==> src/rtl/cpu_pkg.sv <==
// Shared CPU definitions: opcodes, condition codes, PC-stage state and default widths.
package cpu_pkg;

   localparam int unsigned PC_W_DEF  = 16;
   localparam int unsigned OFF_W_DEF = 9;

   localparam logic [4:0] OP_BRANCH = 5'b00111;
   localparam logic [4:0] OP_JR     = 5'b01000;
   localparam logic [4:0] OP_HLT    = 5'b11111;

   typedef enum logic [2:0] {
      CC_ALWAYS = 3'd0,
      CC_EQ     = 3'd1,
      CC_NE     = 3'd2,
      CC_LT     = 3'd3,
      CC_GE     = 3'd4,
      CC_LTU    = 3'd5,
      CC_GEU    = 3'd6,
      CC_NEVER  = 3'd7
   } cond_t;

   typedef enum logic [1:0] {
      ST_RUN   = 2'd0,
      ST_FLUSH = 2'd1,
      ST_HALT  = 2'd2
   } pc_state_t;

endpackage

==> src/rtl/pc_branch_ctrl_branch_target_gen.sv <==
// Redirect target: sign-extended branch offset added to PC+1, with a jump taking precedence.
module branch_target_gen
   import cpu_pkg::*;
#(
   parameter int unsigned PC_W  = PC_W_DEF,
   parameter int unsigned OFF_W = OFF_W_DEF
) (
   input  logic [OFF_W-1:0] br_offset,
   input  logic [PC_W-1:0]  ex_pc1,
   input  logic             jr_valid,
   input  logic [PC_W-1:0]  jr_target,
   output logic [PC_W-1:0]  target_c
);

   logic [PC_W-1:0] offset_sx;
   logic [PC_W-1:0] br_target;

   // Sign-extend the offset and add modulo 2^PC_W, so wrap is legal both ways.
   always_comb begin
      offset_sx = {{(PC_W-OFF_W){br_offset[OFF_W-1]}}, br_offset};
      br_target = ex_pc1 + offset_sx;
      target_c  = jr_valid ? jr_target : br_target;
   end

endmodule

==> src/rtl/pc_branch_ctrl.sv <==
// PC and branch-redirect stage: owns fetch PC, turns taken branches/jumps into a
// redirect plus counted flush, handles stall and HLT.
// Optional: define BRANCH_STATS_EN to add saturating branch taken/total counters.
module pc_branch_ctrl
   import cpu_pkg::*;
#(
   parameter int unsigned    PC_W         = PC_W_DEF,
   parameter int unsigned    OFF_W        = OFF_W_DEF,
   parameter int unsigned    FLUSH_CYCLES = 2,
   parameter logic [PC_W-1:0] RESET_VECTOR = '0
) (
   input  logic             clk,
   input  logic             rst_n,
   input  logic             stall,
   input  logic             br_valid,
   input  logic             cond_true,
   input  logic [OFF_W-1:0] br_offset,
   input  logic [PC_W-1:0]  ex_pc1,
   input  logic             jr_valid,
   input  logic [PC_W-1:0]  jr_target,
   input  logic             halt_req,
`ifdef BRANCH_STATS_EN
   output logic [15:0]      br_taken_cnt,
   output logic [15:0]      br_total_cnt,
`endif
   output logic [PC_W-1:0]  pc,
   output logic [PC_W-1:0]  pc_plus1,
   output logic             fetch_valid,
   output logic             flush,
   output logic             halted
);

   localparam logic [2:0] FLUSH_LOAD = 3'(FLUSH_CYCLES);

   pc_state_t       state, state_nx;
   logic [2:0]      flush_cnt, cnt_nx;
   logic [PC_W-1:0] pc_nx;
   logic            fv_nx, flush_nx, halted_nx;
   logic            redirect_c;
   logic [PC_W-1:0] target_c;

   branch_target_gen #(
      .PC_W  (PC_W),
      .OFF_W (OFF_W)
   ) u_tgt (
      .br_offset (br_offset),
      .ex_pc1    (ex_pc1),
      .jr_valid  (jr_valid),
      .jr_target (jr_target),
      .target_c  (target_c)
   );

   assign redirect_c = jr_valid | (br_valid & cond_true);
   assign pc_plus1   = pc + PC_W'(1);

   // State and registered outputs.
   always_ff @(posedge clk or negedge rst_n) begin
      if (!rst_n) begin
         state       <= ST_RUN;
         flush_cnt   <= 3'd0;
         pc          <= RESET_VECTOR;
         fetch_valid <= 1'b0;
         flush       <= 1'b0;
         halted      <= 1'b0;
      end else begin
         state       <= state_nx;
         flush_cnt   <= cnt_nx;
         pc          <= pc_nx;
         fetch_valid <= fv_nx;
         flush       <= flush_nx;
         halted      <= halted_nx;
      end
   end

   // Next state: halt > jump > taken branch > sequential; stall holds everything.
   always_comb begin
      state_nx  = state;
      cnt_nx    = flush_cnt;
      pc_nx     = pc;
      fv_nx     = fetch_valid;
      halted_nx = halted;
      if (!stall) begin
         case (state)
            ST_HALT: begin
            end
            default: begin
               if (!fetch_valid) begin
                  // First edge out of reset starts fetch without advancing pc.
                  fv_nx = 1'b1;
               end else if (halt_req) begin
                  state_nx  = ST_HALT;
                  halted_nx = 1'b1;
                  fv_nx     = 1'b0;
                  cnt_nx    = 3'd0;
               end else if (redirect_c) begin
                  pc_nx    = target_c;
                  cnt_nx   = FLUSH_LOAD;
                  state_nx = ST_FLUSH;
               end else begin
                  pc_nx = pc + PC_W'(1);
                  if (state == ST_FLUSH) begin
                     cnt_nx = flush_cnt - 3'd1;
                     if (cnt_nx == 3'd0) begin
                        state_nx = ST_RUN;
                     end
                  end
               end
            end
         endcase
      end
      flush_nx = (cnt_nx != 3'd0);
   end

`ifdef BRANCH_STATS_EN
   logic stat_en_c;

   assign stat_en_c = !stall && fetch_valid && (state != ST_HALT) && br_valid;

   // Saturating branch counters, frozen while halted.
   always_ff @(posedge clk or negedge rst_n) begin
      if (!rst_n) begin
         br_total_cnt <= 16'd0;
         br_taken_cnt <= 16'd0;
      end else if (stat_en_c) begin
         if (br_total_cnt != 16'hFFFF) begin
            br_total_cnt <= br_total_cnt + 16'd1;
         end
         if (cond_true && (br_taken_cnt != 16'hFFFF)) begin
            br_taken_cnt <= br_taken_cnt + 16'd1;
         end
      end
   end
`endif

endmodule

==> config.mk <==
export PLATFORM = sky130hd
export DESIGN_NAME = pc_branch_ctrl
export DESIGN_NICKNAME = d
export VERILOG_FILES = /design/src/rtl/cpu_pkg.sv /design/src/rtl/pc_branch_ctrl_branch_target_gen.sv /design/src/rtl/pc_branch_ctrl.sv
export SDC_FILE = /design/constraint.sdc
export NUM_CORES = 1
export LEC_CHECK = 0
export ABC_AREA = 0
export BUFFER_PORTS_ARGS = -buffer_cell sky130_fd_sc_hd__buf_2
export CAP_MARGIN = 15
export CORE_MARGIN = 1.5
export CORE_UTILIZATION = 51
export CTS_CLUSTER_SIZE = 14
export DETAILED_ROUTE_END_ITERATION = 12
export PLACE_DENSITY = 0.87
export RECOVER_POWER = 100
export SKIP_LAST_GASP = 1
export SYNTH_ARGS = -nofsm -noshare
export SYNTH_HDL_FRONTEND = slang
export SYNTH_SLANG_ARGS = --single-unit
==> constraint.sdc <==
create_clock -name clk -period 2.32 [get_ports clk]
set_clock_uncertainty 0.1 [all_clocks]
set_input_delay 0.348 -clock clk [delete_from_list [all_inputs] [get_ports clk]]
set_output_delay 0.348 -clock clk [all_outputs]
set_load 0.01 [all_outputs]
# After elaboration in Yosys (flattened, before gate mapping)
# Index checks and enable logic that the tools add are counted.
# totals
regBits	24
in_bits	48
out_inout_bits	35
# op_classes
addsub	3
eq_ne	2
n_mux	14
bitwise	5
n_reduce_logical	8
# ops
op	count
two-way mux 16 bit	2
two-way mux 3 bit	6
adder 16 x 1 -> 16 bit (second input constant)	1
adder 16 bit	1
nonzero test 3 bit	3
two-way mux 2 bit	4
AND reduction 4 bit	2
AND reduction 5 bit	1
zero test 3 bit	1
inverter 1 bit	3
subtractor 3 x 1 -> 3 bit (second input constant)	1
equality test 2 x 1 -> 1 bit (second input constant)	1
equality test 2 bit (second input constant)	1
two-way mux 1 bit	2
AND reduction 2 bit	1
bitwise AND 1 bit	1
OR 1 bit	1

# Depth between registers and ports, before layout
# Gate-level depths: netlist of run 1.
# depth
depth_word	8
depth_mapped	8
ltp_nobuf	8

# Modules after synthesis
# From an unflattened synthesis of run 1, not the netlist that was laid out.
# unflattened
hier_cells	316
area_unflattened_um2	2539.9
# by_module_without_submodules
mod	instances	cells_each	area_each_um2	seq_area_each_um2
pc_branch_ctrl	1	186	1617.8	600.6
branch_target_gen	1	130	922.1	0.0

# Least setup slack after synthesis of run 1
# Ideal clock, no wire load.
# synth_timing
path_type	input -> register
startpoint	input br_offset[0]
endpoint	register pc[12]
t_arrival_ns	2.035
required_ns	2.085
path_slack_ns	0.051
cell_stages	8
n_path_buf	0
cell_sequence	ha_1 -> fa_1 -> a211oi_1 -> or2_4 -> a211oi_2 -> o31ai_1 -> nor3b_1 -> o31ai_1
# synth_between
elab_chain_len	3
# synth_rtl
element	line	text
start, declared	pc_branch_ctrl.sv:17	input logic [OFF_W-1:0] br_offset,
adder 16 bit	pc_branch_ctrl_branch_target_gen.sv:21	br_target = ex_pc1 + offset_sx;
two-way mux 16 bit	pc_branch_ctrl_branch_target_gen.sv:22	target_c = jr_valid ? jr_target : br_target;
two-way mux 16 bit	pc_branch_ctrl.sv:95	end else if (redirect_c) begin
end signal, assigned	pc_branch_ctrl.sv:68	pc <= pc_nx;
end, declared	pc_branch_ctrl.sv:26	output logic [PC_W-1:0] pc,
# No other way between the ends.
# A chain may end at the register's enable or synchronous reset.

# Worst setup path after layout of run 1
# layout_timing
startpoint	register pc[9]
endpoint	output pc_plus1[15]
# layout_between
elab_chain_len	1
# layout_rtl
element	line	text
adder 16 x 1 -> 16 bit	pc_branch_ctrl.sv:54	assign pc_plus1 = pc + PC_W'(1);
end, declared	pc_branch_ctrl.sv:27	output logic [PC_W-1:0] pc_plus1,
# No other way between the ends.

==> results.yml, run 1 <==
placed_design:
  post-dp-hpwl_um: 5349
  pre_cts_ws_ns: -0.2167
  io_buffers: 82
  gp_congestion: 0.8806
  dp.cells: 436
  place_area_um2: 3013
critical_path:
  r2r_start: "pc[0]$_DFFE_PN0P_"
  slowest_delay_ns: 0.48
  crit_family: "simple AND/OR/NAND/NOR gates"
  cpMostUsedCell: "and3_1"
  worst-path-buf-inv: 1
  crit_path_end_kind: "primary output"
  critPathLaunchType: "register"
  cp_max_fo: 6
  cp_slowest_cell: "dfrtp_1"
  crit_type: "reg2out"
  cp.arrival_ns: 1.83
  cp_cell_sequence: "and3_1, and4_1, and3_1, xor2_1, buf_2"
  critPathLaunch: "pc[9]$_DFFE_PN0P_"
  ff2ff_path_depth: 7
  worst_ep_required_time_ns: 1.87
  worst-r2r-setup-slack_ns: 0.05
  rr_endpoint: "pc[12]$_DFFE_PN0P_"
power_and_ir_drop:
  p_leak_nw: 1.454
  ir_worst_vdd_mv: 0.4917
  total_power_mw: 2.916
  p_per_area_nw_per_um2: 936.8
timing:
  finalCriticalPeriod_ns: 2.282
  fmaxAchievable_ghz: 0.4381
  period_share_pct: 98.38
  tightest_slew_ns: 1.324
  fin_ws_ns: 0.03766
  hold_violations: 0
  final_max_slew_viol_count: 0
  setup_viol: 0
  max_slew_margin_pct: 11.74
synth:
  synthesis.area_um2: 2407
  synth-seq-cells: 24
  synth_top_area_share_pct: 24.95
  yosys_warnings: 0
  ys_async_sr_fraction_pct: 100.0
  synth.area.top_cells: "dfrtp_1 25%, ha_1 9.4%, nor2_1 5.0%"
  yosysUniqueCellTypes: 64
  synth_edf_count: 0
  synthesis.nets: 355
  synth_most_common_cell: "nor2_1"
  synthTopCellsByCount: "32 x nor2_1, 26 x nand2_1, 24 x dfrtp_1"
  syn_inst: 288
  yosys_most_used_dff: "dfrtp_1"
  netlist.top_cell.by_area: "dfrtp_1"
  ys_seq_area_share_pct: 24.95
  syn_area_per_cell_um2: 8.359
final_layout:
  area_delta_synth_final_pct: 29.31
  drive_gt1_share_pct: 27.88
  fill_cells: 366
  diodes: 0
  final_nets: 459
  fin_cells: 443
  design_area_um2: 3113
  final_util_pct: 70.05
cts:
  clkLatencyLatePin_ns: 0.28
  cts_root_buffer: "clkbuf_8"
  cts_tree: "built"
  cts_sinks: 24
  clk_pin_slew_ns: 0.09
  clk_path_buf_depth: 2
  numCtsBuffers: 3
  htree_levels: 1
hold_path:
  whs_path_depth: 2
  hold_path_startpoint: "halt_req"
  hp-class: "in2reg"
  min_to: "fetch_valid$_DFFE_PN0P_"
die:
  die_area_um2: 5142
  initial_core_util_pct: 54.17
  num_rows: 24
  core_um2: 4444
  die_y_um: 71.71
  io_pins: 83
  die_x_um: 71.71
global_route:
  gr-usage-all-layers_pct: 27.12
  antenna_found_initial: 0
  grt_overflow: 0
  grt_pass1_vias: 2518
  grt_pass1_wl_um: 11210
  grt_max_degree: 25
status:
  violations: "design-rule violations"
  outcome: "finished, violations left"
drt:
  drtIter0Drc: 145
  routed_via_density: 5.944
  wirelength_um: 6941
  vias: 2633
  wl_per_cell_um: 15.67
  first_pass_iters: 8
  drc: 5
  antenna_left: 0
run:
  drv_cap: 0
-- worst max-delay path by stage --
stage | end | slack, ns | cells after the start
final | pc_plus1[15] | 0.04 | 5
after global routing | pc[12]$_DFFE_PN0P_ | -0.03 | 9
after CTS | pc_plus1[13] | 0.05 | 5
after detailed placement | pc[12]$_DFFE_PN0P_ | -0.22 | 9
after global placement | pc[12]$_DFFE_PN0P_ | -0.1 | 9
after floorplan | pc[12]$_DFFE_PN0P_ | 0.05 | 8
-- where the power goes --
part	switching [mW]	internal [mW]	total, mW	leakage, nW
clock	0.145	0.231	0.376	0.0357
combinational	0.937	0.736	1.67	1.14
sequential	0.258	0.609	0.867	0.276
-- cell type report --
cell class                      count  area [um2]  area share, %
Clock buffer                        3       41.29          1.326
Sequential cell                    24       604.3          19.41
Multi-Input combinational cell    245        1750          56.23
Timing Repair Buffer              108       570.5          18.33
Tap cell                           52       65.06          2.090
Clock inverter                      1       30.03         0.9646
Inverter                           10       51.30          1.648
-- kinds of logic (layout without fill, tap and decap cells) --
| group | after synthesis | count (layout) | share of synthesized area, % |
|---|---|---|---|
| xor+xnor | 26 | 26 | 9.771 |
| buf+inv | 19 | 122 | 3.898 |
| simple gates | 98 | 98 | 21.83 |
| flops | 24 | 24 | 24.95 |
| mux | 4 | 4 | 1.715 |
| fa+ha+maj | 19 | 19 | 10.19 |
| compound gates | 98 | 98 | 27.65 |
-- worst register-to-register path, delay by kind of cell, from the launching register on --
| family | cells | cell delay, ns |
|---|---|---|
| AO/OA/AOI/OAI | 2 | 0.50 |
| AND/OR/NAND/NOR | 2 | 0.42 |
| flip-flops | 1 | 0.39 |
| multiplexers | 1 | 0.33 |
| adder cells (fa/ha/maj) | 1 | 0.21 |
| buffers and inverters | 1 | 0.18 |
-- cells in the final DEF (no fill, tap or decap), drive strengths merged, types with 3 or more instances in the layout --
master	instances
buf	82
nor2	32
clkbuf	28
nand2	26
dfrtp	24
a21oi	22
o21ai	20
ha	18
xor2	14
xnor2	12
inv	9
a21o	8
and3	8
nor3	8
nand3	7
a31oi	7
a211oi	6
a221oi	4
nand2b	3
mux2i	3
a32oi	3
o31ai	3
o21bai	3
a22oi	3
or2	3
-- stage by stage --
stage,setup TNS (ns),hold slack (ns)
3_3_place_gp,-0.2136,0.2618
3_5_place_dp,-0.5617,0.2634
4_1_cts,0,0.2084
6_report,0,0.2125
2_1_floorplan,0,-0.04759
5_1_grt,-0.03403,0.2275
-- what timing repair did --
action                                 4_1_cts  5_1_grt
setup endpoints to repair                    3        8
endpoints found under the hold margin       24        0
buffers inserted                             2        1
hold buffers                                 1        0
gates resized for setup                      5        6
pin swaps                                    1        3
-- flip-flops by register name (all words and copies together), names as in the netlist --
name / cells
fetch_valid: 1
flush: 1
flush_cnt: 3
halted: 1
pc: 16
state: 2
-- per-layer routing --
layer,up-vias,part of all wire (%),GRT usage (%)
met3,12,7.4,4.079
met4,0,1.4,7.547
met2,116,49,47.43
li1,1270,-,-
met1,1235,42,34.77
met5,-,0,0
Note: power is estimated with default switching activity, not from simulation.
==> run 2, diff against run 1 <==
--- a/config.mk
+++ b/config.mk
@@ -13,7 +13,6 @@
 export CTS_CLUSTER_SIZE = 14
 export DETAILED_ROUTE_END_ITERATION = 12
 export PLACE_DENSITY = 0.87
-export RECOVER_POWER = 100
 export SKIP_LAST_GASP = 1
 export SYNTH_ARGS = -nofsm -noshare
 export SYNTH_HDL_FRONTEND = slang
==> run 2 against run 1 <==
Net effect:
- the flow still finishes with violations (design-rule violations)
- worst setup slack better by 0.0065 ns
- combinational power increased by 4%
- sequential share of layout area is 0.27 points lower
- register-to-register slack gained 0.02 ns
- utilization grew 0.99 points
- global-route usage unchanged
- worst hold slack improved by 0.0023 ns
- sequential cell count unchanged
- sequential power shrank 0.5%
- final area up 1.4%
- critical path type unchanged
- largest cell class unchanged
- largest power group unchanged
==> results.yml, run 2 (synthesized netlist as in run 1, its figures left out) <==
placed_design:
  post-dp-hpwl_um: 5349
  io_buffers: 82
  gp_congestion: 0.8806
final_layout:
  mostFrequentLayoutCell: "buf_2"
  final_nets: 459
  mostFrequentLayoutCells: "81 x buf_2, 32 x nor2_1, 25 x nand2_1, 25 x buf_4"
  fill_cells: 354
  diodes: 0
  largest_registers: "pc (16), flush_cnt (3), state (2)"
  multi_input_area_um2: 1750
  largest_reg_flops: 16
  drive_gt1_share_pct: 34.27
  regMostFlops: "pc"
  area_delta_synth_final_pct: 31.13
  register_area_um2: 604.3
power_and_ir_drop:
  p_leak_nw: 1.524
  internal_power_mw: 1.637
  pwr-share-clk_pct: 12.6
  p_per_area_nw_per_um2: 941.6
  comb_power_share_pct: 58.3
  total_power_mw: 2.972
  p_sw_mw: 1.335
  p_sw_share_pct: 44.93
  seqPwrFrac_pct: 29.0
  ir_worst_vdd_mv: 0.5241
die:
  initial_core_util_pct: 54.17
  core_um2: 4444
  die_x_um: 71.71
  io_pins: 83
  die_area_um2: 5142
  num_rows: 24
  die_y_um: 71.71
cts:
  clk_path_buf_depth: 2
  htree_levels: 1
  cts_root_buffer: "clkbuf_8"
  numCtsBuffers: 3
  clk_pin_slew_ns: 0.09
  clkLatencyLatePin_ns: 0.28
  cts_tree: "built"
  cts_sinks: 24
drt:
  wl_per_cell_um: 15.63
  drtIter0Drc: 189
  drc: 5
  wirelength_um: 6923
  vias: 2613
  routed_via_density: 5.898
  first_pass_iters: 9
  antenna_left: 0
timing:
  period_share_pct: 98.10
  finalCriticalPeriod_ns: 2.276
  tightest_slew_ns: 0.5451
  setup_viol: 0
  fmaxAchievable_ghz: 0.4394
  hold_violations: 0
  final_max_slew_viol_count: 0
  max_slew_margin_pct: 63.66
  setup-tns-final_ns: 0
global_route:
  grt_max_degree: 25
  antenna_found_initial: 0
  grt_pass1_wl_um: 11210
  grt_pass1_vias: 2518
  grt_overflow: 0
  gr-usage-all-layers_pct: 27.12
run:
  drv_cap: 0
critical_path:
  cp_cell_sequence: "and3_1, and4_1, and3_1, xor2_1, buf_2"
  worst-path-buf-inv: 1
  critPathLaunchType: "register"
  slowest_delay_ns: 0.48
  cp_slowest_cell: "dfrtp_1"
  cpMostUsedCell: "and3_1"
  worst-r2r-setup-slack_ns: 0.07
  crit_family: "simple AND/OR/NAND/NOR gates"
  cp.arrival_ns: 1.83
  cp_max_fo: 6
  crit_type: "reg2out"
  crit_path_end_kind: "primary output"
  worst_ep_required_time_ns: 1.87
status:
  violations: "design-rule violations"
  outcome: "finished, violations left"
hold_path:
  hp-class: "in2reg"
run 2: per-stage QoR:
stage | hold slack (ns) | setup WS [ns] | cells | cell area (um2) | util, %
4_1_cts | 0.2084 | 0.04853 | 442 | 3129 | 70.41
6_report | 0.2148 | 0.04416 | 443 | 3157 | 71.03
5_1_grt | 0.2275 | -0.02808 | 443 | 3157 | 71.03
2_1_floorplan | -0.04759 | 0.05050 | 288 | 2407 | -
3_3_place_gp | 0.2618 | -0.09804 | 436 | 3013 | 67.79
3_5_place_dp | 0.2634 | -0.2167 | 436 | 3013 | 67.79
run 2: area by class of cell:
type	count	share of cell area (%)
Clock buffer	3	1.308
Tap cell	52	2.061
Multi-Input combinational cell	245	55.45
Timing Repair Buffer	108	19.46
Sequential cell	24	19.14
Clock inverter	1	0.9512
Inverter	10	1.625
run 2: power groups by stage:
stage	Clock (mW)	Sequential (mW)	Combinational [mW]
after floorplan	0	0.900	0.931
after global placement	0	0.838	1.58
after detailed placement	0	0.852	1.63
after CTS	0.375	0.849	1.70
after global routing	0.391	0.886	1.89
final	0.376	0.863	1.73
run 2: per-layer routing:
metal  vias to the layer above  share of wire (%)  GRT usage [%]  wire length [um]
li1                       1271                  -              -                 -
met5                         -                  0              0                 0
met3                        16                7.5          4.079               519
met1                      1206                 42          34.77              2918
met2                       120                 49          47.43              3364
met4                         0                1.7          7.547               121
run 2: repair_timing:
item | in CTS | in global routing
gates resized for setup | 5 | 6
hold buffers | 1 | 0
pin swaps | 1 | 3
hold endpoints to repair | 24 | 0
cloned | 0 | 0
buffers inserted | 2 | 1
endpoints found under the setup margin | 3 | 8
run 2: final timing paths:
check | startpoint | to | depth (start not counted)
min in group asynchronous | rst_n | state[1]$_DFFE_PN0P_ | 2
max | pc[9]$_DFFE_PN0P_ | pc_plus1[15] | 5
max in group asynchronous | rst_n | pc[5]$_DFFE_PN0P_ | 2
min | halt_req | fetch_valid$_DFFE_PN0P_ | 2
max reg2reg | pc[0]$_DFFE_PN0P_ | pc[12]$_DFFE_PN0P_ | 7
min reg2reg | halted$_DFFE_PN0P_ | halted$_DFFE_PN0P_ | 1
==> run 3, diff against run 2 <==
--- a/config.mk
+++ b/config.mk
@@ -5,7 +5,7 @@
 export SDC_FILE = /design/constraint.sdc
 export NUM_CORES = 1
 export LEC_CHECK = 0
-export ABC_AREA = 0
+export ABC_AREA = 1
 export BUFFER_PORTS_ARGS = -buffer_cell sky130_fd_sc_hd__buf_2
 export CAP_MARGIN = 15
 export CORE_MARGIN = 1.5
==> run 3 against run 2 <==
Net effect:
- the run now ends clean
- clock power decreased by 24%
- synthesized cell count rose by 38%
- worst hold slack better by 0.068 ns
- total power is 8.9% lower
- non-clock buffer count decreased by 21
- via count increased by 9.4%
- first-iteration DRC count grew 40%
- routed wire length fell by 6.8%
- final area decreased by 4.1%
- combinational power decreased by 8%
- worst setup slack improved by 0.076 ns
==> results.yml, run 3 <==
timing:
  final_max_slew_viol_count: 0
  rsz0062_at_grt: "no"
  finalCriticalPeriod_ns: 2.199
  setup_viol: 0
  fmaxAchievable_ghz: 0.4547
  period_share_pct: 94.81
  max_slew_margin_pct: 64.67
  setup-tns-final_ns: 0
  fin_ws_ns: 0.1205
  hold_violations: 0
  tightest_slew_ns: 0.5300
final_layout:
  regMostFlops: "pc"
  fill_cells: 424
  diodes: 0
  design_area_um2: 3027
  final_nets: 550
  final_util_pct: 64.51
  drive_gt1_share_pct: 23.03
  multi_input_area_um2: 1634
  mostFrequentLayoutCells: "119 x nand2_1, 82 x buf_2, 55 x inv_1"
  largest_registers: "pc (16), flush_cnt (3), state (2)"
  register_area_um2: 601.8
  largest_reg_flops: 16
  mostFrequentLayoutCell: "nand2_1"
  area_delta_synth_final_pct: 22.23
critical_path:
  crit_path_end_kind: "primary output"
  cpMostUsedCell: "nand3_1"
  slowest_delay_ns: 0.42
  crit_type: "reg2out"
  crit_family: "simple AND/OR/NAND/NOR gates"
  critPathLaunchType: "register"
  cp.arrival_ns: 1.75
  worst-path-buf-inv: 2
  cp_cell_sequence: "ha_1, nand3_1, inv_2, nand3_1, nor2_1, xor2_1, buf_2"
  cp_max_fo: 5
  worst_ep_required_time_ns: 1.87
  cp_slowest_cell: "dfrtp_2"
die:
  die_x_um: 72.68
  core_um2: 4692
  die_y_um: 72.68
  io_pins: 83
  num_rows: 25
  die_area_um2: 5282
  initial_core_util_pct: 52.77
drt:
  routed_via_density: 5.334
  drtIter0Drc: 264
  first_pass_iters: 4
  drc: 0
  wl_per_cell_um: 12.04
  vias: 2859
  antenna_left: 0
  wirelength_um: 6455
cts:
  clk_path_buf_depth: 2
  htree_levels: 1
  clkLatencyLatePin_ns: 0.27
  cts_tree: "built"
  cts_sinks: 24
  numCtsBuffers: 3
  cts_root_buffer: "clkbuf_8"
  clk_pin_slew_ns: 0.08
status:
  outcome: "complete, no violations"
synth:
  syn_area_per_cell_um2: 6.253
  yosysUniqueCellTypes: 35
  synth-seq-cells: 24
  syn_inst: 396
  synth.area.top_cells: "dfrtp_1 24%, nand2_1 18%, ha_1 9.1%"
  synth_most_common_cell: "nand2_1"
  yosys_warnings: 0
  synth_edf_count: 0
  ys_async_sr_fraction_pct: 100.0
  yosys_most_used_dff: "dfrtp_1"
  synthTopCellsByCount: "119 x nand2_1, 55 x inv_1, 48 x nor2_1"
  synth_top_area_share_pct: 24.25
  netlist.top_cell.by_area: "dfrtp_1"
  synthesis.nets: 463
  synthesis.area_um2: 2476
  ys_seq_area_share_pct: 24.25
global_route:
  grt_overflow: 0
  antenna_found_initial: 0
  grt_pass1_vias: 2475
  grt_max_degree: 25
  gr-usage-all-layers_pct: 24.83
  grt_pass1_wl_um: 10580
placed_design:
  pre_cts_ws_ns: 0.1612
  place_area_um2: 2953
  io_buffers: 82
  gp_congestion: 0.9694
  post-dp-hpwl_um: 5315
power_and_ir_drop:
  ir_worst_vdd_mv: 0.3530
  p_leak_nw: 1.749
  p_per_area_nw_per_um2: 895.0
run:
  drv_cap: 0
hold_path:
  hp-class: "in2reg"
-- run 3: cell count changes in the layout (fill, tap and decap cells not counted), sizes merged, moves of 4 or more --
cell    before  now
a21oi       22   29
buf        107   86
a21o         8    1
inv          9   58
a211oi       6    0
and3         8    0
xnor2       12    3
a221oi       4    0
nand3        7   30
nand2       26  125
o21ai       20   11
nor2        32   51
-- run 3: area by class of cell --
class | count | area share, %
clock buffer | 4 | 1.819
inverter | 58 | 7.193
multi-input combinational | 309 | 53.99
timing repair buffer | 87 | 14.88
sequential | 24 | 19.88
tap | 54 | 2.232
-- run 3: kinds of logic after synthesis --
kind of cell | Yosys count | share of synthesized area, %
AOI/OAI and AO/OA | 54 | 12.33
xor gates and xnor gates | 15 | 5.609
adders and majority gates | 19 | 9.904
buffers and inverters | 63 | 9.752
DFF | 24 | 24.25
and+or+nand+nor | 221 | 38.15
-- run 3: worst min-delay path: stages --
cell,delay [ns]
buf_2,0.07
inv_1,0.03
o21ai_1,0.09
a21oi_1,0.08
-- run 3: layer usage --
metal	vias up	track usage, %	share of wire (%)
met4	0	8.176	2.3
li1	1435	-	-
met1	1300	33.59	44
met2	109	41.79	48
met5	-	0	0
met3	15	2.210	6.2
-- run 3: final timing paths --
kind	startpoint	slack, ns	depth (start not counted)	end
hold reg to reg	halted$_DFFE_PN0P_	0.37	1	halted$_DFFE_PN0P_
max in group asynchronous	rst_n	1.25	2	pc[0]$_DFFE_PN0P_
setup reg to reg	state[1]$_DFFE_PN0P_	0.45	8	pc[13]$_DFFE_PN0P_
setup / recovery	pc[0]$_DFFE_PN0P_	0.12	7	pc_plus1[14]
hold / removal	stall	0.28	4	fetch_valid$_DFFE_PN0P_
min in group asynchronous	rst_n	0.49	2	fetch_valid$_DFFE_PN0P_
-- run 3: timing repair --
item	in CTS	in global routing
endpoints found under the setup margin	0	1
endpoints found under the hold margin	24	0
hold buffers	1	0
buffers inserted	0	1
gates resized for setup	0	1
-- run 3: power by group --
group          total (mW)  internal [mW]  switching [mW]
logic                1.59          0.633           0.955
registers           0.836          0.611           0.225
clock network       0.285          0.152           0.133
total                2.71           1.40            1.31
-- run 3: metrics by stage --
step           hold slack, ns  instances  power, mW
2_1_floorplan        -0.04759        396      1.830
6_report               0.2827        536      2.709
4_1_cts                0.2850        535      2.680
3_5_place_dp           0.2676        530      2.390
5_1_grt                0.2896        536      2.937
3_3_place_gp           0.2587        530      2.336
